File: config.mk
export PLATFORM = sky130hd
export DESIGN_NAME = multi_channel_timer
export DESIGN_NICKNAME = d
export VERILOG_FILES = /design/src/rtl/multi_channel_timer.sv
export SDC_FILE = /design/constraint.sdc
export NUM_CORES = 1
export LEC_CHECK = 0
export ABC_CLOCK_PERIOD_IN_PS = 4000
export CAP_MARGIN = 20
export CORE_UTILIZATION = 47
export DETAILED_ROUTE_END_ITERATION = 6
export HOLD_SLACK_MARGIN = 0.1
export PLACE_DENSITY = 0.88
export RECOVER_POWER = 25
export SLEW_MARGIN = 20
export SYNTH_ARGS = -nofsm -noshare
export SYNTH_HDL_FRONTEND = slang
export SYNTH_SLANG_ARGS = --single-unit
File: constraint.sdc
create_clock -name clock -period 4 [get_ports clock]
set_clock_uncertainty 0.2 [all_clocks]
set_input_delay 0.8 -clock clock [delete_from_list [all_inputs] [get_ports clock]]
set_output_delay 0.8 -clock clock [all_outputs]
set_load 0.03 [all_outputs]
File: src/rtl/multi_channel_timer.sv
// Multi-channel timer: one shared prescaler feeding CHANNELS independent tick counters,
// each with free-run, periodic or one-shot behaviour and a sticky match flag.
module multi_channel_timer #(
   parameter int CHANNELS       = 4,
   parameter int COUNTER_WIDTH  = 32,
   parameter int PRESCALE_WIDTH = 16
) (
   input  logic                              clock,
   input  logic                              reset,
   input  logic [PRESCALE_WIDTH-1:0]         prescale_div,
   input  logic [CHANNELS-1:0]               ch_enable,
   input  logic [CHANNELS-1:0]               ch_clear,
   input  logic [2*CHANNELS-1:0]             ch_mode,
   input  logic [CHANNELS*COUNTER_WIDTH-1:0] ch_compare,
   input  logic [CHANNELS-1:0]               flag_clear,
   output logic                              tick,
   output logic [CHANNELS*COUNTER_WIDTH-1:0] ch_count,
   output logic [CHANNELS-1:0]               match_flag,
   output logic                              irq
);

   typedef enum logic [1:0] {
      MODE_FREE_RUN = 2'b00,
      MODE_PERIODIC = 2'b01,
      MODE_ONE_SHOT = 2'b10,
      MODE_RESERVED = 2'b11
   } mode_e;

   logic [PRESCALE_WIDTH-1:0] pre;
   logic                      any_enable;
   logic                      pre_expired;

   // Using >= rather than == lets a lowered divider take effect immediately without wrapping.
   assign any_enable  = |ch_enable;
   assign pre_expired = (pre >= prescale_div);
   assign tick        = any_enable && pre_expired;

   always_ff @(posedge clock) begin
      if (reset) begin
         pre <= '0;
      end else if (!any_enable || pre_expired) begin
         pre <= '0;
      end else begin
         pre <= pre + PRESCALE_WIDTH'(1);
      end
   end

   generate
      for (genvar i = 0; i < CHANNELS; i++) begin : g_channel
         mode_e                    mode;
         logic [COUNTER_WIDTH-1:0] compare;
         logic [COUNTER_WIDTH-1:0] count;
         logic [COUNTER_WIDTH-1:0] count_next;
         logic                     done;
         logic                     done_next;
         logic                     flag;
         logic                     hit;
         logic                     advance;
         logic                     set_flag;

         assign mode    = mode_e'(ch_mode[2*i +: 2]);
         assign compare = ch_compare[i*COUNTER_WIDTH +: COUNTER_WIDTH];
         assign hit     = (count == compare);
         // A clear outranks the tick, so a coincident match neither moves the count nor raises the flag.
         assign advance = tick && ch_enable[i] && !done && !ch_clear[i];

         always_comb begin
            count_next = count;
            done_next  = done;
            set_flag   = 1'b0;
            if (advance) begin
               set_flag = hit;
               case (mode)
                  MODE_PERIODIC: begin
                     count_next = hit ? '0 : count + COUNTER_WIDTH'(1);
                  end
                  MODE_ONE_SHOT: begin
                     if (hit) begin
                        done_next = 1'b1;
                     end else begin
                        count_next = count + COUNTER_WIDTH'(1);
                     end
                  end
                  default: begin
                     count_next = count + COUNTER_WIDTH'(1);
                  end
               endcase
            end
            if (ch_clear[i]) begin
               count_next = '0;
               done_next  = 1'b0;
            end
         end

         // Setting the flag beats flag_clear on the same edge so no match event is lost.
         always_ff @(posedge clock) begin
            if (reset) begin
               count <= '0;
               done  <= 1'b0;
               flag  <= 1'b0;
            end else begin
               count <= count_next;
               done  <= done_next;
               if (set_flag) begin
                  flag <= 1'b1;
               end else if (flag_clear[i]) begin
                  flag <= 1'b0;
               end
            end
         end

         assign ch_count[i*COUNTER_WIDTH +: COUNTER_WIDTH] = count;
         assign match_flag[i]                              = flag;
      end
   endgenerate

   assign irq = |match_flag;

endmodule

==> results of run 1 <==
[logic make-up after synthesis]
family                   share of synthesized area
adder cells (fa/ha/maj)                    0.02707
AND/OR/NAND/NOR                             0.2538
AO/OA/AOI/OAI                               0.2225
flip-flops                                  0.3134
XOR/XNOR                                    0.1308
buffers and inverters                      0.05246
[cells in the mapped netlist (all sizes together) (9+ instances only)]
cell type and count:
dfxtp 152, xor2 139, nor2 112, o211ai 98
nand2 87, nand3 58, clkbuf 57, o31ai 56
a21oi 48, nor4 46, o21ai 42, inv 41
and3 34, nand4 30, nor2b 25, a31oi 22
ha 21, buf 20, o41ai 19, nand2b 18
nor3 14, and2 11, or3 11, and4 9
[routing by layer]
metal / track usage / wire length, um / share of wire
met1: 0.3651 / 12580 / 0.40
met2: 0.4935 / 15280 / 0.49
met3: 0.04044 / 2285 / 0.073
met4: 0.1200 / 958 / 0.031
met5: 0 / 0 / 0
[report_power, final]
group          total [mW]  switching [mW]  leakage, nW  internal, mW
clock network        1.58           0.682        0.277         0.897
logic               0.308           0.116         3.61         0.192
registers            1.52         0.00353         1.22          1.52
[stage by stage]
| step | util | cells | setup WS [ns] |
|---|---|---|---|
| 5_1_grt | 0.6787 | 1791 | 0.008328 |
| 4_1_cts | 0.6757 | 1789 | 0.009034 |
| 3_5_place_dp | 0.6462 | 1756 | -0.2592 |
| 6_report | 0.6787 | 1791 | 0.07872 |
| 3_3_place_gp | 0.6462 | 1756 | -0.1875 |
| 2_1_floorplan | - | 1226 | 0.07934 |
[critical path: stages]
cell and delay (ns):
clkdlybuf4s50_1 0.47, inv_2 0.05, ha_4 0.26, nand4_1 0.13, or4_1 0.53, a221o_1 0.27, and3_4 0.17, nor2_4 0.09
buf_6 0.14
[worst max-delay path by stage]
stage | startpoint | end | slack (ns) | cells after the start
finish | prescale_div[11] | tick | 0.08 | 9
global route | prescale_div[10] | tick | 0.008 | 9
CTS | prescale_div[13] | tick | 0.009 | 9
detailed placement | prescale_div[13] | g_channel[3].count[21] | -0.26 | 12
global placement | prescale_div[9] | g_channel[3].count[23] | -0.19 | 12
floorplan | prescale_div[13] | tick | 0.08 | 9
[state kept, by name (all words and copies together) (netlist names)]
register         count
g_channel.count    128
g_channel.done       4
g_channel.flag       4
pre                 16
[repair_timing]
item,in CTS,in global routing
resized for setup,5,5
pin swaps,0,6
endpoints found under the setup margin,1,1
setup buffers,1,1
[final cells by class]
type	count	area share
multi-input cells	956	0.4554
well taps	270	0.02460
clock buffers	20	0.03325
diodes	1	0.0001822
repair buffers	339	0.2454
clock inverters	12	0.008473
flip-flops and latches	152	0.2216
inverters	41	0.01121
==> metrics.txt, run 1 <==
status completed; via count roughly 11,000; Clock Root Buffer clkbuf_16; remaining antenna violation count after routing 0; most frequent cells in the layout 227 x clkdlybuf4s50_1, 152 x dfxtp_1, 139 x xor2_1, 108 x nor2_1, 98 x o211ai_1; die area between 20,000 and 25,000 um^2; fillers about 1,600; via count of the first global-routing pass roughly 10,000; leading cell type in the layout, fill and taps excluded clkdlybuf4s50_1; drt drc 0; Initial DRC Count 881; hold path endpoint g_channel[1].done; area of the multi-input gates roughly 6300 um^2; Boundary Pins 300; vias per std cell a little under 6; placed cell areas approximately 13,000 um^2; startpoint types input pin; Die W around 150 um; overall power roughly 3.4 mW; Post-Syn Nets 1,413; EDFF count, synth 0; Final Cell Area around 14,000 um^2; CTS Hold Bufs 0; clk slew on worst S/H paths approximately 0.060 ns; DP HPWL approximately 23,000 um; Seq/Total Area, Yosys 0.3134; Core Region about 20,000 um^2; cell area after synthesis ~9700 um^2; clock buffer depth 2; clock buffer count from CTS 17; Die Y-Extent ~150 um; drt pass-1 iters 5; largest net degree at the start of global routing 33; ratio of cells with drive above 1 in the final layout 0.06382; # H-tree levels 4; Final Max Slew Viols 0; Worst R2R Path Depth 11; RR Startpoint pre[11]; Synth Flop Type dfxtp_1; post-synth cell types between 50 and 60; initial antenna violation count 1; Peak VDD IR around 250 uV; Power Dens Cells about 250 nW/um^2; CP Capture Type output port; worst-path maximum fanout 2; period utilization 0.9803; hold_sp g_channel[1].done; port buffer count roughly 300; GRT Residual Overflow 0; cell accounting for the most synthesized area dfxtp_1; Hold Path Class reg -> reg; CTS tree built; FP Rows between 50 and 60; Syn Inst Count about 1,200; Slew headroom 0.3840; ys async rst share 0; min Tclk post-route between 3 and 4 ns; WHS Path Cells 1; CP required roughly 3.0 ns; Leakage Power 5.113 nW; CP arrival about 3 ns; Area contributors post-synth dfxtp_1 31%, xor2_1 13%, o211ai_1 7.6%, o31ai_1 4.3%, nor2_1 4.3%; worst-margin pin slew 0.9170 ns; CTS sink count 152; final WL about 31,000 um; #FFs+latches synth about 150; Initial Util 0.4798; Max Fclk between 200 and 300 MHz; R2R Setup Slk approximately 0.70 ns; Warnings, synthesis 0; Avg WL per Cell roughly 17 um; Worst R2R End g_channel[3].count[10]; routability cong. roughly 0.9; Total Routing Usage GR 0.2891; global-route wire length before repair 50,210 um; area added between synthesis and finish 41.46%; Worst-Skew Late Latency ~0.43 ns; Yosys top cell area share 0.3134; endpoints failing hold 0; max_cap viols 0; FF+latch area about 3000 um^2; critical setup path kind in -> out; RSZ-0062 raised after global routing false; Final setup viols 0; worst hold slack 0.2608 ns; Total Neg Setup Slack 0 ns; Nets approximately 1,700; Avg Cell Area, Syn around 8 um^2
(Power assumes the default switching activity.)
==> run 2, diff against run 1 <==
PLACE_DENSITY = 0.78   (was 0.88)
==> metrics.txt, run 2 (synthesized netlist as in run 1, its figures left out) <==
Initial Util 0.4798 (unchanged); global-route wire length before repair 49,430 um (was 50,210 um); Nets 1,696 (was 1,694); critical setup path kind in -> out (unchanged); FF+latch area 3043 um^2 (unchanged); startpoint types input pin (unchanged); Die W 145.7 um (unchanged); Total Neg Setup Slack 0 ns (unchanged); Peak VDD IR 244.9 uV (was 248.1 uV); status completed (unchanged); R2R Setup Slk 0.70 ns (about the same); endpoints failing hold 0 (unchanged); Leakage Power 5.189 nW (was 5.113 nW); most frequent cells in the layout 224 x clkdlybuf4s50_1, 152 x dfxtp_1, 139 x xor2_1, 107 x nor2_1, 98 x o211ai_1 (was 227 x clkdlybuf4s50_1, 152 x dfxtp_1, 139 x xor2_1, 108 x nor2_1, 98 x o211ai_1); Initial DRC Count 671 (was 881); RSZ-0062 raised after global routing false (unchanged); leading cell type in the layout, fill and taps excluded clkdlybuf4s50_1 (unchanged); Worst R2R Path Depth 11 (unchanged); Worst R2R End g_channel[2].count[1] (was g_channel[3].count[10]); Max Fclk 254.8 MHz (was 255.0 MHz); max_cap viols 0 (unchanged); initial antenna violation count 0 (was 1); drt pass-1 iters 5 (unchanged); die area 21,230 um^2 (unchanged); vias per std cell 5.864 (was 5.925); remaining antenna violation count after routing 0 (unchanged); CTS tree built (unchanged); WHS Path Cells 1 (unchanged); fillers 1,657 (was 1,591); Total Routing Usage GR 0.2872 (was 0.2891); Largest Register g_channel.count (unchanged); clk slew on worst S/H paths 0.06 ns (about the same); final WL 31,130 um (was 31,100 um); CTS sink count 152 (unchanged); clock buffer depth 2 (unchanged); GRT Residual Overflow 0 (unchanged); clock buffer count from CTS 17 (unchanged); area of the multi-input gates 6243 um^2 (was 6254 um^2); FP Rows 52 (unchanged); post-layout util 0.6832 (was 0.6787); CP required 3.00 ns (about the same); # H-tree levels 4 (unchanged); n_diodes 0 (was 1); Final setup viols 0 (unchanged); hold path endpoint g_channel[1].done (unchanged); largest net degree at the start of global routing 33 (unchanged); CP arrival 2.93 ns (was 2.92 ns); worst-path maximum fanout 4 (was 2); CTS Hold Bufs 0 (unchanged); period utilization 0.9813 (was 0.9803); Final Max Slew Viols 0 (unchanged); area added between synthesis and finish 42.40% (was 41.46%); worst-margin pin slew 0.9335 ns (was 0.9170 ns); Boundary Pins 300 (unchanged); min Tclk post-route 3.925 ns (was 3.921 ns); RR Startpoint pre[11] (unchanged); Clock Root Buffer clkbuf_16 (unchanged); max FFs per register 128 (unchanged); via count 10,490 (was 10,610); Power Dens Cells 258.8 nW/um^2 (was 248.1 nW/um^2); routability cong. 0.9054 (was 0.8930); CP Capture Type output port (unchanged); Hold Path Class reg -> reg (unchanged); drt drc 0 (unchanged); hold_sp g_channel[1].done (unchanged); Worst-Skew Late Latency 0.42 ns (was 0.43 ns); Core Region 20,230 um^2 (unchanged); Avg WL per Cell 17.40 um (was 17.36 um); Slew headroom 0.3729 (was 0.3840); via count of the first global-routing pass 9,782 (was 9,992); ratio of cells with drive above 1 in the final layout 0.06517 (was 0.06382); largest registers g_channel.count: 128 flops, pre: 16 flops (unchanged); DP HPWL 23,300 um (was 23,260 um); Die Y-Extent 145.7 um (unchanged); port buffer count 299 (unchanged)
run 2: changes by cell type in the layout (fill, tap and decap cells not counted), moves of 3 or more:
cell,previous run,this run
inv_6,3,0
dlymetal6s2s_1,0,3
bufinv_16,1,5
clkdlybuf4s50_1,227,224
run 2: metal layers:
metal	vias to the layer above	global-route usage	share of wire
li1	5083	-	-
met1	4907	0.3789	0.43
met2	433	0.4677	0.47
met3	68	0.04859	0.071
met4	0	0.1111	0.027
met5	-	0	0
run 2: worst max-delay path by stage:
stage / start / to / slack (ns) / cells past startpoint
after floorplan: prescale_div[13] / tick / 0.08 / 9
after global placement: prescale_div[10] / g_channel[2].count[10] / -0.14 / 12
after detailed placement: prescale_div[13] / g_channel[2].count[10] / -0.22 / 12
final: prescale_div[8] / tick / 0.07 / 9
after CTS: prescale_div[10] / tick / 0.01 / 9
after global routing: prescale_div[8] / tick / 0.005 / 9
run 2: stage by stage:
step	total power, mW	instance area, um^2	worst slack (ns)	instances	hold WS [ns]
after global routing	3.692	13820	0.004539	1789	0.3019
after global placement	1.855	13130	-0.1371	1759	0.2397
after floorplan	1.645	9708	0.07934	1226	0.2289
after CTS	3.602	13770	0.01281	1788	0.2722
final	3.578	13820	0.07493	1789	0.2701
after detailed placement	1.859	13130	-0.2180	1759	0.2570
run 2: power breakdown:
part           switching [mW]  internal, mW
Sequential            0.00337          1.52
Clock                   0.653          1.10
Combinational           0.116         0.192
Total                   0.773          2.81
run 2: final cells by class:
type / instances / area share
Multi-Input combinational cell: 956 / 0.4516
Timing Repair Buffer: 341 / 0.2472
Clock inverter: 12 / 0.01475
Sequential cell: 152 / 0.2201
Tap cell: 270 / 0.02444
Inverter: 41 / 0.01113
Clock buffer: 17 / 0.03077
run 2: repair_timing:
| action | in CTS | in global routing |
|---|---|---|
| resized for setup | 5 | 9 |
| endpoints found under the setup margin | 1 | 1 |
| buffers inserted | 0 | 1 |
| pin swaps | 1 | 5 |
run 2: critical path: stages:
cell	delay [ns]
clkdlybuf4s50_1	0.45
inv_1	0.04
ha_1	0.27
nand4_1	0.12
or4_1	0.55
a221o_1	0.27
and3_4	0.18
nor2_4	0.10
buf_6	0.15
